`src/rtl/ninjakun_shram_arb.sv`:
```
// Two-CPU shared-RAM arbiter: stalls each CPU while it waits, then runs IDLE->ACC->CAP->FIN per access.
// Optional macro SHRAM_ARB_FAIR_EN selects round-robin arbitration; otherwise CPU0 has fixed priority.
module ninjakun_shram_arb #(
  parameter int AW = 11
) (
  input  logic          MCLK,
  input  logic          RESET_N,
  input  logic          CS_SH0,
  input  logic          CP0RD,
  input  logic          CP0WR,
  input  logic [AW-1:0] CP0AD,
  input  logic [7:0]    CP0DO,
  output logic [7:0]    CP0DI,
  output logic          CP0WAIT_N,
  input  logic          CS_SH1,
  input  logic          CP1RD,
  input  logic          CP1WR,
  input  logic [AW-1:0] CP1AD,
  input  logic [7:0]    CP1DO,
  output logic [7:0]    CP1DI,
  output logic          CP1WAIT_N,
  output logic [AW-1:0] SHAD,
  output logic [7:0]    SHDO,
  output logic          SHWE,
  input  logic [7:0]    SHDI
);

  typedef enum logic [1:0] {IDLE = 2'd0, ACC = 2'd1, CAP = 2'd2, FIN = 2'd3} state_t;

  state_t          state_reg, state_next;
  logic [1:0]      req, pend, wr_in;
  logic [AW-1:0]   ad_in [2];
  logic [7:0]      do_in [2];
  logic [7:0]      di_vec [2];
  logic            gnt_reg, wr_reg, shwe_reg, sel, start;
  logic [AW-1:0]   shad_reg;
  logic [7:0]      shdo_reg;

  assign req[0]   = CS_SH0 & (CP0RD | CP0WR);
  assign req[1]   = CS_SH1 & (CP1RD | CP1WR);
  assign wr_in[0] = CP0WR;
  assign wr_in[1] = CP1WR;
  assign ad_in[0] = CP0AD;
  assign ad_in[1] = CP1AD;
  assign do_in[0] = CP0DO;
  assign do_in[1] = CP1DO;

  genvar gi;
  generate
    for (gi = 0; gi < 2; gi++) begin : g_port
      logic       done_reg;
      logic [7:0] di_reg;

      // DONE only survives while the CPU keeps its strobe up, so an aborted cycle never leaves it set.
      always_ff @(posedge MCLK or negedge RESET_N) begin
        if (!RESET_N) begin
          done_reg <= 1'b0;
          di_reg   <= 8'h00;
        end else begin
          if (!req[gi])
            done_reg <= 1'b0;
          else if (state_reg == FIN && gnt_reg == 1'(gi))
            done_reg <= 1'b1;
          if (state_reg == CAP && !wr_reg && gnt_reg == 1'(gi))
            di_reg <= SHDI;
        end
      end

      assign pend[gi]   = req[gi] & ~done_reg;
      assign di_vec[gi] = di_reg;
    end
  endgenerate

  assign CP0WAIT_N = ~pend[0];
  assign CP1WAIT_N = ~pend[1];
  assign CP0DI     = di_vec[0];
  assign CP1DI     = di_vec[1];
  assign SHAD      = shad_reg;
  assign SHDO      = shdo_reg;
  assign SHWE      = shwe_reg;

`ifdef SHRAM_ARB_FAIR_EN
  // Stored as "CPU0 served last"; the cleared value therefore means CPU1 was last, so CPU0 wins first.
  logic last0_reg;
  always_ff @(posedge MCLK or negedge RESET_N) begin
    if (!RESET_N)
      last0_reg <= 1'b0;
    else if (state_reg == FIN)
      last0_reg <= ~gnt_reg;
  end
  assign sel = (&pend) ? last0_reg : ~pend[0];
`else
  assign sel = ~pend[0];
`endif

  always_comb begin
    state_next = state_reg;
    start      = 1'b0;
    case (state_reg)
      IDLE: if (|pend) begin
        start      = 1'b1;
        state_next = ACC;
      end
      ACC:     state_next = CAP;
      CAP:     state_next = FIN;
      FIN:     state_next = IDLE;
      default: state_next = IDLE;
    endcase
  end

  // RAM address/data are loaded on the grant edge so they are stable for the whole ACC cycle and hold afterwards.
  always_ff @(posedge MCLK or negedge RESET_N) begin
    if (!RESET_N) begin
      state_reg <= IDLE;
      gnt_reg   <= 1'b0;
      wr_reg    <= 1'b0;
      shwe_reg  <= 1'b0;
      shad_reg  <= '0;
      shdo_reg  <= 8'h00;
    end else begin
      state_reg <= state_next;
      if (start) begin
        gnt_reg  <= sel;
        wr_reg   <= wr_in[sel];
        shwe_reg <= wr_in[sel];
        shad_reg <= ad_in[sel];
        shdo_reg <= do_in[sel];
      end else begin
        shwe_reg <= 1'b0;
      end
    end
  end

endmodule
```
`config.mk`:
```
export PLATFORM = sky130hd
export DESIGN_NAME = ninjakun_shram_arb
export DESIGN_NICKNAME = d
export VERILOG_FILES = /design/src/rtl/ninjakun_shram_arb.sv
export SDC_FILE = /design/constraint.sdc
export NUM_CORES = 1
export LEC_CHECK = 0
export BUFFER_PORTS_ARGS = -buffer_cell sky130_fd_sc_hd__buf_2
export CORE_ASPECT_RATIO = 1.4
export CORE_MARGIN = 4
export CORE_UTILIZATION = 42
export CTS_CLUSTER_SIZE = 14
export DETAILED_ROUTE_END_ITERATION = 7
export PLACE_DENSITY = 0.79
export REMOVE_ABC_BUFFERS = 1
export SYNTH_ARGS = -nofsm -noshare
export SYNTH_HDL_FRONTEND = slang
export SYNTH_SLANG_ARGS = --single-unit
```
`constraint.sdc`:
```
create_clock -name MCLK -period 1.3 [get_ports MCLK]
set_input_delay 0.26 -clock MCLK [delete_from_list [all_inputs] [get_ports MCLK]]
set_output_delay 0.26 -clock MCLK [all_outputs]
set_load 0.005 [all_outputs]
```
Word level (Yosys, flattened, before mapping)
Index checks and enable logic that the tools add are counted.
{ "totals": {"regBits": 42} }
{ "classes": {"n_lt_le_gt_ge": 2, "eq_ne": 6, "n_mux": 17, "bitwise_logic": 12, "reduce_logical": 8} }
{ "ops": {"columns": ["operator", "n"], "rows": [
  ["$mux W11", 3],
  ["$mux W8", 3],
  ["$mux W1", 9],
  ["$pmux W2 S4", 1],
  ["$logic_and A1 B1 Y1", 5],
  ["$not A1 Y1", 5],
  ["$and A1 B1 Y1", 4],
  ["$eq A2 B2 Y1 const B", 2],
  ["$ne A2 B1 Y1 const B", 2],
  ["$eq A2 B1 Y1 const B", 1],
  ["$ge A2 B2 Y1 const B", 1],
  ["$logic_not A2 Y1", 1],
  ["$lt A1 B2 Y1 const B", 1],
  ["$mux W2", 1],
  ["$ne A2 B2 Y1 const B", 1],
  ["$not A1 Y2", 1],
  ["$or A1 B1 Y1", 2],
  ["$reduce_or A2 Y1", 1],
  ["$logic_not A1 Y1", 1]
]} }

Longest topological paths before layout
Gate-level depths: netlist of run 1.
{ "logic_depth": {"depth_word": 8, "mapped_depth": 7, "ltp_nobuf": 5} }

Worst setup path before layout of run 1
OpenSTA, ideal clock, no wires.
{ "synth_path": {"path_kind": "register to register", "start": "register state_reg[0]", "end": "register g_port[0].di_reg[0], in the netlist CP0DI[0]", "arrival_time_ns": 1.324, "t_required_ns": 1.175, "setup_slack_ns": -0.149, "path_stages_with_launch": 5, "period_less_slack_ns": 1.449, "path_cell_list": "dfrtp_1 inv_1 ha_1 nor3b_4 mux2_2"} }
{ "synth_via": {"elab_chain_len": 3} }
{ "synth_rtl": {"columns": ["element", "line", "source"], "rows": [
  ["from (decl)", "30", "state_t state_reg, state_next;"],
  ["from (signal assigned)", "121", "state_reg <= state_next;"],
  ["$eq A2 B2 Y1", "64", "if (state_reg == CAP && !wr_reg && gnt_reg == 1'(gi))"],
  ["$logic_and A1 B1 Y1 (2 in series)", "64", null],
  ["to (signal assigned)", "58", "di_reg <= 8'h00;"],
  ["to (signal assigned)", "65", "di_reg <= SHDI;"],
  ["to (decl)", "52", "logic [7:0] di_reg;"]
]} }
Every way passes these cells.
A chain may end at the register's enable or synchronous reset.

Final worst setup path of run 1
{ "layout_path": {"start": "register g_port[1].done_reg", "end": "output port CP1WAIT_N"} }
{ "layout_via": {"elab_chain_len": 3} }
{ "layout_rtl": {"columns": ["element", "line", "source"], "rows": [
  ["from (decl)", "51", "logic done_reg;"],
  ["from (signal assigned)", "57", "done_reg <= 1'b0;"],
  ["from (signal assigned)", "61", "done_reg <= 1'b0;"],
  ["from (signal assigned)", "63", "done_reg <= 1'b1;"],
  ["$not A1 Y1", "69", "assign pend[gi] = req[gi] & ~done_reg;"],
  ["$and A1 B1 Y1", "69", null],
  ["$not A1 Y1", "75", "assign CP1WAIT_N = ~pend[1];"],
  ["to (decl)", "21", "output logic CP1WAIT_N,"]
]} }
Every way passes these cells.

==> results of run 1 <==
==> layout by cell type (no fill, tap or decap), types with 2 or more instances in the layout <==
cell and instances:
buf_6 10, buf_4 21, buf_2 89, buf_12 8, ha_4 2, mux2_4 16
nor2_1 5, a21oi_1 4, o22ai_2 15, o22ai_4 4, a21oi_4 2, o21ai_4 2
dfrtp_1 42, clkbuf_8 6, inv_1 3, a2bb2oi_2 20
==> routing by layer <==
layer	part of all wire (%)	up-vias	wire length [um]	track usage, %
met4	3.0	0	185	9.24
met1	36	870	2250	22.2
met5	0	-	0	0
li1	-	797	-	-
met2	54	71	3380	41.2
met3	6.5	12	405	4.03
==> final cells by class <==
| type | count | area (sq um) |
|---|---|---|
| well taps | 62 | 77.6 |
| clock buffers | 6 | 82.6 |
| repair buffers | 131 | 938 |
| flip-flops and latches | 42 | 1050 |
| fillers | 279 | 1170 |
| multi-input cells | 85 | 1170 |
| clock inverters | 2 | 12.5 |
| inverters | 6 | 30.0 |
==> worst max-delay path by stage <==
stage	cells after the start	to
floorplan	5	SHAD[0]
global placement	4	SHAD[9]
detailed placement	4	SHAD[6]
CTS	4	CP1WAIT_N
global route	4	CP1WAIT_N
finish	4	CP1WAIT_N
==> critical path: stages, from the launching register on <==
cell	delay, ns
dfrtp_1	0.39
and2b_2	0.25
nand2_4	0.06
buf_6	0.11
buf_6	0.10
==> report_power, final <==
part | total, mW | internal [mW] | switching (mW)
clock network | 0.886 | 0.427 | 0.459
registers | 2.36 | 1.93 | 0.434
logic | 4.04 | 2.44 | 1.61
==> per-stage QoR <==
stage                     cell area [sq um]  setup WS (ns)
final                                  3360         -0.184
after global routing                   3360         -0.213
after CTS                              3230         -0.153
after detailed placement               2670         -0.346
after global placement                 2670         -0.296
after floorplan                        1920          -1.00
==> cell families after synthesis <==
kind of cell / Yosys count
AOI/OAI and AO/OA: 51
DFF: 42
muxes: 17
buffers and inverters: 15
and+or+nand+nor: 13
adders and majority gates: 3
==> what timing repair did <==
| item | in CTS | in global routing |
|---|---|---|
| setup buffers | 12 | 3 |
| hold buffers | 1 | 0 |
| endpoints found under the hold margin | 42 | 0 |
| gates cloned | 2 | 1 |
| pin swaps | 6 | 1 |
| endpoints found under the setup margin | 40 | 42 |
| gates resized for setup | 62 | 16 |
==> results by group, run 1 <==
Logic synthesis
  – Count of mapped cells out of synthesis: 141
  – Post-synthesis mux area share: 9.59%
  – Ys async rst share: 100%
  – Fraction of the mapped netlist area in compound gates: 26.8%
  – Part of the Yosys area used for sequential elements: 53.0%
  – Avg Inst Size Synth: 14.1 sq um
  – Ys Warns: 0
  – Leading cell types by total area after synthesis: dfrtp_1 (53%), a2bb2oi_2 (15%), mux2_2 (9.1%), o22ai_1 (6.0%), ha_1 (1.9%)
  – Count of flip-flops with a built-in enable after synthesis: 0
  – Combined area of all synthesized cells: 1980 sq um
  – Combinational family with the most area after synthesis: compound AO/OA/AOI/OAI gates
  – Leading cell types by count after synthesis: dfrtp_1 (42), a2bb2oi_2 (20), o22ai_1 (19)
  – Fraction of the mapped netlist area in simple logic gates: 4.42%
  – Post-Synth Adder-Cell Area: 1.89%
  – Netlist cell types: 32
  – Most frequent cell after synthesis: dfrtp_1
  – Biggest area consumer among synthesized cells: dfrtp_1
  – Commonest register cell after synthesis: dfrtp_1
  – Share of Yosys cell area claimed by the top area cell type: 53.0%
  – Post-synthesis register bit count: 42
  – Area share of xor/xnor cells in the synthesized design: 0%

Finish
  – Non-filler cells in the finished layout: 334
  – Signed area change from the synthesized netlist to the final layout: 69.5%
  – Max FFs per register: 11
  – Final antenna diode count: 0
  – Final core utilization: 74.1%
  – Share of post-route cells with drive strength above 1: 77.9%
  – Number of nets in the finished design: 328

Clock tree
  – Deepest level of the CTS H-tree: 2
  – Insertion delay of the later-clocked pin in the worst-skew pair: 0.30 ns
  – Buffers from clock root to sink, at most: 2
  – Clock tree from TritonCTS: yes
  – Number of sinks on the clock net: 42
  – TritonCTS buffer count: 5
  – Clock-pin slew of the registers on the worst-case setup and hold paths: 0.08 ns
  – Clk root buf: clkbuf_8

Setup path
  – Critical Path AT: 1.22 ns
  – Critical path launch point type: register
  – First element of the critical path: g_port[1].done_reg
  – Type of element capturing the critical path: output port
  – Number of cells on the worst reg-to-reg path: 6
  – Endpoint of the worst-slack reg-to-reg timing path: CP0DI[4]
  – Path type of the worst setup path: reg2out
  – Register-to-Register Setup Slack: -0.18 ns
  – Critical Path RT: 1.04 ns
  – Worst flop-to-flop path startpoint: state_reg[0]
  – Maximum net fanout on the critical path: 2

Global routing
  – Maximum number of pins on one net before global-route repair: 43
  – Number of antenna violations at the first check in global routing: 0
  – Total global-route track usage: 21.4%
  – Global-route wire length before repair: 9250 um
  – Overflow after GRT: 0
  – Number of global-route vias before repair: 1862

Routing
  – Number of DRC markers in iteration 0: 56
  – Count of TritonRoute iterations in the first routing pass: 4
  – Wire length per cell: 18.6 um
  – Ratio of routed vias to standard cells: 5.24
  – Via count: 1750
  – Antenna violation net count after detailed routing: 0
  – DRC: 0
  – Detailed Route WL: 6210 um

Floorplan
  – Die height: 89.3 um
  – Ports placed on the boundary: 92
  – DIE WIDTH: 66.1 um
  – Site row count: 29
  – Total Die Area: 5900 sq um
  – Effective utilization at floorplan: 43.7%
  – Core Box Area: 4540 sq um

Timing
  – Count of endpoints failing setup in the final report: 40
  – Summed negative setup slack over all endpoints: -4.35 ns
  – Max Clk Rate: 0.674 GHz
  – RSZ-0062 raised after global routing: true
  – Period utilization: 114%
  – Post-layout min period: 1.48 ns
  – Max-slew violation total from the final report: 0
  – Skew final: 0.00614 ns
  – Final worst hold slack: 0.200 ns
  – Transition at the pin with the smallest max-transition slack: 0.233 ns
  – Final hold vios: 0
  – Max_slew headroom: 84.4%
  – Worst Setup Slack, final: -0.184 ns

Placement
  – Placer congestion estimate: 0.801
  – Count of port buffers added during placement: 91
  – Placed wire-length estimate after detailed placement: 3540 um
  – Instance count after placement with tap cells included: 307

Worst hold path
  – Worst min-delay path endpoint: CP0DI[3]
  – HP Start: SHDI[3]
  – Worst hold path stage count: 2
  – Class of the tightest hold or removal check: in2reg

Pwr
  – P_leak: 1.55 nW
  – Pwr Total: 7.29 mW
  – Worst IR Drop VDD: 0.947 mV
  – Total power divided by cell area: 2170 nW/um^2

Run
  – Number of violations of the max-capacitance limit: 0

Outcome
  – Status: finished with violations
  – Failing checks: setup timing
(Power assumes the default switching activity.)
==> run 2, diff against run 1 <==
--- a/config.mk
+++ b/config.mk
@@ -8,11 +8,12 @@
 export BUFFER_PORTS_ARGS = -buffer_cell sky130_fd_sc_hd__buf_2
 export CORE_ASPECT_RATIO = 1.4
 export CORE_MARGIN = 4
-export CORE_UTILIZATION = 42
+export CORE_UTILIZATION = 45
 export CTS_CLUSTER_SIZE = 14
 export DETAILED_ROUTE_END_ITERATION = 7
-export PLACE_DENSITY = 0.79
+export PLACE_DENSITY = 0.81
 export REMOVE_ABC_BUFFERS = 1
+export SETUP_SLACK_MARGIN = 0.5
 export SYNTH_ARGS = -nofsm -noshare
 export SYNTH_HDL_FRONTEND = slang
 export SYNTH_SLANG_ARGS = --single-unit
==> constraint.sdc (replaced) <==
create_clock -name MCLK -period 1.9 [get_ports MCLK]
set_input_delay 0.38 -clock MCLK [delete_from_list [all_inputs] [get_ports MCLK]]
set_output_delay 0.38 -clock MCLK [all_outputs]
set_load 0.005 [all_outputs]
==> results by group, run 2 (synthesis results as in run 1) <==
Setup path
  – Register-to-Register Setup Slack: 0.41 ns (was -0.18 ns)
  – Type of element capturing the critical path: output port (unchanged)
  – Critical path launch point type: register (unchanged)
  – Critical Path AT: 1.14 ns (was 1.22 ns)
  – Maximum net fanout on the critical path: 2 (unchanged)
  – Critical Path RT: 1.52 ns (was 1.04 ns)
  – Number of cells on the worst reg-to-reg path: 7 (was 6)
  – Path type of the worst setup path: reg2out (unchanged)
  – Maximum cell stage delay along the critical path: 0.43 ns (was 0.39 ns)
  – Cell chain of the critical path: nor2_4 > inv_4 > buf_8 > buf_6 (was and2b_2 > nand2_4 > buf_6 > buf_6)
  – Standard cell with the maximum stage delay on the critical path: dfrtp_2 (was dfrtp_1)

Floorplan
  – Effective utilization at floorplan: 46.8% (was 43.7%)
  – Core Box Area: 4240 sq um (was 4540 sq um)
  – DIE WIDTH: 64.1 um (was 66.1 um)
  – Ports placed on the boundary: 92 (unchanged)
  – Die height: 86.5 um (was 89.3 um)
  – Site row count: 28 (was 29)
  – Total Die Area: 5550 sq um (was 5900 sq um)

Placement
  – Count of port buffers added during placement: 91 (unchanged)
  – Placer congestion estimate: 0.752 (was 0.801)
  – Placed wire-length estimate after detailed placement: 3440 um (was 3540 um)

Finish
  – Share of post-route cells with drive strength above 1: 67.3% (was 77.9%)
  – Commonest non-fill, non-tap cell in the layout: buf_2 (unchanged)
  – Final antenna diode count: 0 (unchanged)
  – Top library cells by usage in the layout, fill and taps aside: buf_2 (89), dfrtp_1 (41), a2bb2oi_2 (20) (was buf_2 (89), dfrtp_1 (42), buf_4 (21))
  – Max FFs per register: 11 (unchanged)
  – Final-layout fill cell count: 322 (was 279)
  – Signed area change from the synthesized netlist to the final layout: 48.5% (was 69.5%)
  – Number of nets in the finished design: 310 (was 328)

Clock tree
  – Clk root buf: clkbuf_8 (unchanged)
  – TritonCTS buffer count: 5 (unchanged)
  – Clock tree from TritonCTS: yes (unchanged)
  – Hold buffers post-CTS: 0 (was 1)
  – Insertion delay of the later-clocked pin in the worst-skew pair: 0.29 ns (was 0.30 ns)
  – Buffers from clock root to sink, at most: 2 (unchanged)
  – Clock-pin slew of the registers on the worst-case setup and hold paths: 0.08 ns (about the same)
  – Deepest level of the CTS H-tree: 2 (unchanged)
  – Number of sinks on the clock net: 42 (unchanged)

Global routing
  – Number of antenna violations at the first check in global routing: 0 (unchanged)
  – Met2 capacity usage during global routing: 34.7% (was 41.2%)
  – Total global-route track usage: 20.0% (was 21.4%)
  – Number of global-route vias before repair: 1666 (was 1862)
  – Overflow after GRT: 0 (unchanged)
  – Met1 GRT Util: 24.7% (was 22.2%)
  – Global-route wire length before repair: 8450 um (was 9250 um)
  – Busiest grt layer: met2 (unchanged)
  – Global-route track usage on met3: 4.02% (was 4.03%)
  – Maximum number of pins on one net before global-route repair: 25 (was 43)

Timing
  – Skew final: 0.00461 ns (was 0.00614 ns)
  – Final hold vios: 0 (unchanged)
  – Post-layout min period: 1.52 ns
  – Transition at the pin with the smallest max-transition slack: 0.479 ns (was 0.233 ns)
  – Final worst hold slack: 0.0350 ns (was 0.200 ns)
  – RSZ-0062 raised after global routing: true (unchanged)
  – Count of endpoints failing setup in the final report: 0 (was 40)
  – Max-slew violation total from the final report: 0 (unchanged)
  – Max Clk Rate: 0.660 GHz
  – Max_slew headroom: 68.1% (was 84.4%)
  – Period utilization: 79.8%

Pwr
  – Worst IR Drop VDD: 0.836 mV (was 0.947 mV)
  – Total power divided by cell area: 1510 nW/um^2 (was 2170 nW/um^2)
  – P_leak: 1.35 nW (was 1.55 nW)
  – Pwr Total: 4.45 mW (was 7.29 mW)

Routing
  – Wire length per cell: 17.4 um (was 18.6 um)
  – DRC: 0 (unchanged)
  – Detailed Route WL: 5460 um (was 6210 um)
  – Count of TritonRoute iterations in the first routing pass: 4 (unchanged)
  – Ratio of routed vias to standard cells: 5.31 (was 5.24)
  – Antenna violation net count after detailed routing: 0 (unchanged)
  – Via count: 1667 (was 1750)
  – Number of DRC markers in iteration 0: 77 (was 56)

Run
  – Number of violations of the max-capacitance limit: 0 (unchanged)

Worst hold path
  – Class of the tightest hold or removal check: in2async (was in2reg)

Outcome
  – Status: finished, final reports clean (was finished with violations)
==> run 2: cell count changes in the layout (fill, tap and decap cells not counted), moves of 2 or more <==
cell	change
o22ai_1	+18
o22ai_2	-14
buf_4	-12
mux2_2	+8
mux2_4	-8
buf_6	-4
o22ai_4	-4
buf_12	-3
clkbuf_1	+2
==> run 2: critical path, delay by kind of cell (launching register included) <==
kind	cells	cell delay, ns
buffers and inverters	3	0.27
flip-flops	1	0.43
AND/OR/NAND/NOR	1	0.14
==> run 2: stage by stage <==
stage	setup TNS [ns]	setup WS, ns	std cells	cell area [sq um]	util (%)
after floorplan	-8.06	-0.403	132	1920	-
after global placement	0	0.0910	288	2490	58.7
after detailed placement	0	0.0130	288	2490	58.7
after CTS	0	0.406	312	2870	67.8
after global routing	0	0.357	314	2940	69.5
final	0	0.385	314	2940	69.5
==> run 2: cell type report <==
cell class	instances	area (sq um)	share of cell area [%]
Sequential cell	42	1050	35.7
Multi-Input combinational cell	87	965	32.8
Timing Repair Buffer	111	721	24.5
Clock buffer	7	76.3	2.59
Tap cell	60	75.1	2.55
Clock inverter	1	30.0	1.02
Inverter	6	25.0	0.850
==> run 2: per-layer routing <==
metal,vias to the layer above,part of all wire (%)
met5,-,0
li1,767,-
met3,9,6.8
met2,71,52
met4,0,1.9
met1,820,39
==> run 2: final timing paths <==
kind	from	to
min in group MCLK	SHDI[5]	CP0DI[5]
max	g_port[0].done_reg	CP0WAIT_N
max in group asynchronous	RESET_N	SHAD[9]
min reg2reg	CP1DI[5]	CP1DI[5]
max reg2reg	g_port[1].done_reg	SHAD[0]
min	RESET_N	CP1DI[6]
==> run 2: what timing repair did <==
action / 4_1_cts / 5_1_grt
pin swaps: 7 / 1
setup endpoints to repair: 39 / 34
setup buffers: 14 / 0
gates cloned: 2 / 2
resized for setup: 23 / 9
==> run 2: report_power, final <==
part | internal, mW | total (mW) | switching, mW
Combinational | 1.27 | 2.16 | 0.895
Clock | 0.393 | 0.679 | 0.286
Sequential | 1.32 | 1.61 | 0.284
==> run 3, diff against run 2 <==
--- a/config.mk
+++ b/config.mk
@@ -8,10 +8,10 @@
 export BUFFER_PORTS_ARGS = -buffer_cell sky130_fd_sc_hd__buf_2
 export CORE_ASPECT_RATIO = 1.4
 export CORE_MARGIN = 4
-export CORE_UTILIZATION = 45
+export CORE_UTILIZATION = 42
 export CTS_CLUSTER_SIZE = 14
 export DETAILED_ROUTE_END_ITERATION = 7
-export PLACE_DENSITY = 0.81
+export PLACE_DENSITY = 0.79
 export REMOVE_ABC_BUFFERS = 1
 export SETUP_SLACK_MARGIN = 0.5
 export SYNTH_ARGS = -nofsm -noshare
==> constraint.sdc (replaced) <==
create_clock -name MCLK -period 1.3 [get_ports MCLK]
set_input_delay 0.26 -clock MCLK [delete_from_list [all_inputs] [get_ports MCLK]]
set_output_delay 0.26 -clock MCLK [all_outputs]
set_load 0.005 [all_outputs]
==> results by group, run 3 (synthesis results as in run 1) <==
Pwr
  – Worst IR Drop VDD: 1.19 mV (was 0.836 mV)
  – P_leak: 1.77 nW (was 1.35 nW)
  – Pwr Total: 8.66 mW (was 4.45 mW)
  – Total power divided by cell area: 2320 nW/um^2 (was 1510 nW/um^2)

Outcome
  – Status: finished with violations (was finished, final reports clean)
  – Failing checks: setup timing

Setup path
  – Critical Path AT: 1.71 ns (was 1.14 ns)
  – Standard cell with the maximum stage delay on the critical path: dfrtp_1 (was dfrtp_2)
  – Largest delay share family, worst path: flip-flops (unchanged)
  – Cell chain of the critical path: inv_2 > buf_6 > ha_4 > nor3b_4 > buf_6 > mux2_4 (was nor2_4 > inv_4 > buf_8 > buf_6)
  – Buf+Inv Stages, Crit Path: 3 (unchanged)
  – Worst flop-to-flop path startpoint: state_reg[0] (was g_port[1].done_reg)
  – Maximum cell stage delay along the critical path: 0.40 ns (was 0.43 ns)
  – Maximum net fanout on the critical path: 8 (was 2)
  – Path type of the worst setup path: reg2reg (was reg2out)
  – Critical path launch point type: register (unchanged)
  – First element of the critical path: state_reg[0] (was g_port[0].done_reg)
  – Type of element capturing the critical path: register (was output port)
  – Cell occurring most often along the worst timing path: buf_6
  – Critical Path RT: 1.49 ns (was 1.52 ns)

Finish
  – Max FFs per register: 11 (unchanged)
  – Final-layout fill cell count: 215 (was 322)
  – Final antenna diode count: 0 (unchanged)
  – Number of nets in the finished design: 372 (was 310)
  – Share of post-route cells with drive strength above 1: 82.9% (was 67.3%)
  – Commonest non-fill, non-tap cell in the layout: buf_2 (unchanged)
  – Signed area change from the synthesized netlist to the final layout: 87.8% (was 48.5%)
  – Top library cells by usage in the layout, fill and taps aside: buf_2 (89), buf_4 (60), dfrtp_1 (42) (was buf_2 (89), dfrtp_1 (41), a2bb2oi_2 (20))

Clock tree
  – Clock-pin slew of the registers on the worst-case setup and hold paths: 0.09 ns (was 0.08 ns)
  – Buffers from clock root to sink, at most: 2 (unchanged)
  – Number of sinks on the clock net: 42 (unchanged)
  – Clock tree from TritonCTS: yes (unchanged)
  – TritonCTS buffer count: 5 (unchanged)
  – Deepest level of the CTS H-tree: 2 (unchanged)
  – Insertion delay of the later-clocked pin in the worst-skew pair: 0.30 ns (was 0.29 ns)
  – Clk root buf: clkbuf_8 (unchanged)

Timing
  – RSZ-0062 raised after global routing: true (unchanged)
  – Skew final: 0.0136 ns (was 0.00461 ns)
  – Worst Setup Slack, final: -0.224 ns (was 0.385 ns)
  – Transition at the pin with the smallest max-transition slack: 0.211 ns (was 0.479 ns)
  – Summed negative setup slack over all endpoints: -6.11 ns (was 0 ns)
  – Max_slew headroom: 85.6% (was 68.1%)
  – Max Clk Rate: 0.656 GHz
  – Post-layout min period: 1.52 ns
  – Period utilization: 117%
  – Final hold vios: 0 (unchanged)
  – Count of endpoints failing setup in the final report: 42 (was 0)
  – Max-slew violation total from the final report: 0 (unchanged)

Floorplan
  – Effective utilization at floorplan: 43.7% (was 46.8%)
  – DIE WIDTH: 66.1 um (was 64.1 um)
  – Die height: 89.3 um (was 86.5 um)
  – Core Box Area: 4540 sq um (was 4240 sq um)
  – Total Die Area: 5900 sq um (was 5550 sq um)
  – Site row count: 29 (was 28)
  – Ports placed on the boundary: 92 (unchanged)

Global routing
  – Maximum number of pins on one net before global-route repair: 43 (was 25)
  – Overflow after GRT: 0 (unchanged)
  – Number of antenna violations at the first check in global routing: 0 (unchanged)
  – Total global-route track usage: 24.7% (was 20.0%)
  – Global-route wire length before repair: 10500 um (was 8450 um)
  – Number of global-route vias before repair: 2063 (was 1666)

Routing
  – DRC: 0 (unchanged)
  – Number of DRC markers in iteration 0: 135 (was 77)
  – Via count: 2002 (was 1667)
  – Antenna violation net count after detailed routing: 0 (unchanged)
  – Count of TritonRoute iterations in the first routing pass: 4 (unchanged)
  – Wire length per cell: 20.7 um (was 17.4 um)
  – Detailed Route WL: 7840 um (was 5460 um)
  – Ratio of routed vias to standard cells: 5.30 (was 5.31)

Worst hold path
  – HP Start: SHDI[6]
  – Class of the tightest hold or removal check: in2reg (was in2async)

Placement
  – Placer congestion estimate: 0.801 (was 0.752)
  – Count of port buffers added during placement: 91 (unchanged)
  – Placed wire-length estimate after detailed placement: 3540 um (was 3440 um)

Run
  – Number of violations of the max-capacitance limit: 0 (unchanged)
-- run 3: through the flow --
step	area (sq um)	utilization [%]	hold slack (ns)	setup slack, ns	std cells
floorplan	1920	-	-0.0356	-1.00	132
global route	3720	82.1	0.213	-0.262	378
CTS	3580	78.8	0.209	-0.153	362
finish	3720	82.1	0.218	-0.224	378
detailed placement	2670	58.8	0.251	-0.346	307
global placement	2670	58.8	0.249	-0.296	307
-- run 3: cell type report --
class / instances / area (sq um) / share of cell area [%]
Sequential cell: 42 / 1050 / 28.2
Inverter: 6 / 28.8 / 0.773
Timing Repair Buffer: 175 / 1310 / 35.2
Multi-Input combinational cell: 85 / 1160 / 31.1
Tap cell: 62 / 77.6 / 2.08
Clock inverter: 2 / 12.5 / 0.336
Clock buffer: 6 / 82.6 / 2.22
-- run 3: timing repair --
| item | CTS | global route |
|---|---|---|
| hold buffers | 1 | 0 |
| gates cloned | 3 | 0 |
| pin swaps | 11 | 3 |
| resized for setup | 75 | 6 |
| hold endpoints to repair | 42 | 0 |
| endpoints found under the setup margin | 80 | 80 |
| setup buffers | 43 | 16 |
-- run 3: routing by layer --
metal	share of wire [%]	wire length (um)	track usage, %	vias up
li1	-	-	-	880
met4	3.1	245	11.1	0
met2	54	4230	47.7	96
met1	37	2920	25.5	1006
met3	5.7	450	4.40	20
met5	0	0	0	-
-- run 3: power by group --
part	leakage, nW	switching [mW]	total [mW]	internal [mW]
logic	1.24	2.04	5.39	3.36
clock network	0.0472	0.473	0.901	0.428
registers	0.483	0.433	2.36	1.93
total	1.77	2.94	8.66	5.72
-- run 3: path summary, 6_finish.rpt --
kind / endpoint / slack, ns / cells after the start
min in group asynchronous: CP1DI[2] / 0.46 / 3
worst max-delay path: CP0DI[0] / -0.22 / 6
worst max register to register: CP0DI[0] / -0.22 / 6
worst min register to register: CP1DI[5] / 0.52 / 1
max in group asynchronous: SHAD[5] / 0.62 / 3
worst min-delay path: CP1DI[6] / 0.22 / 2
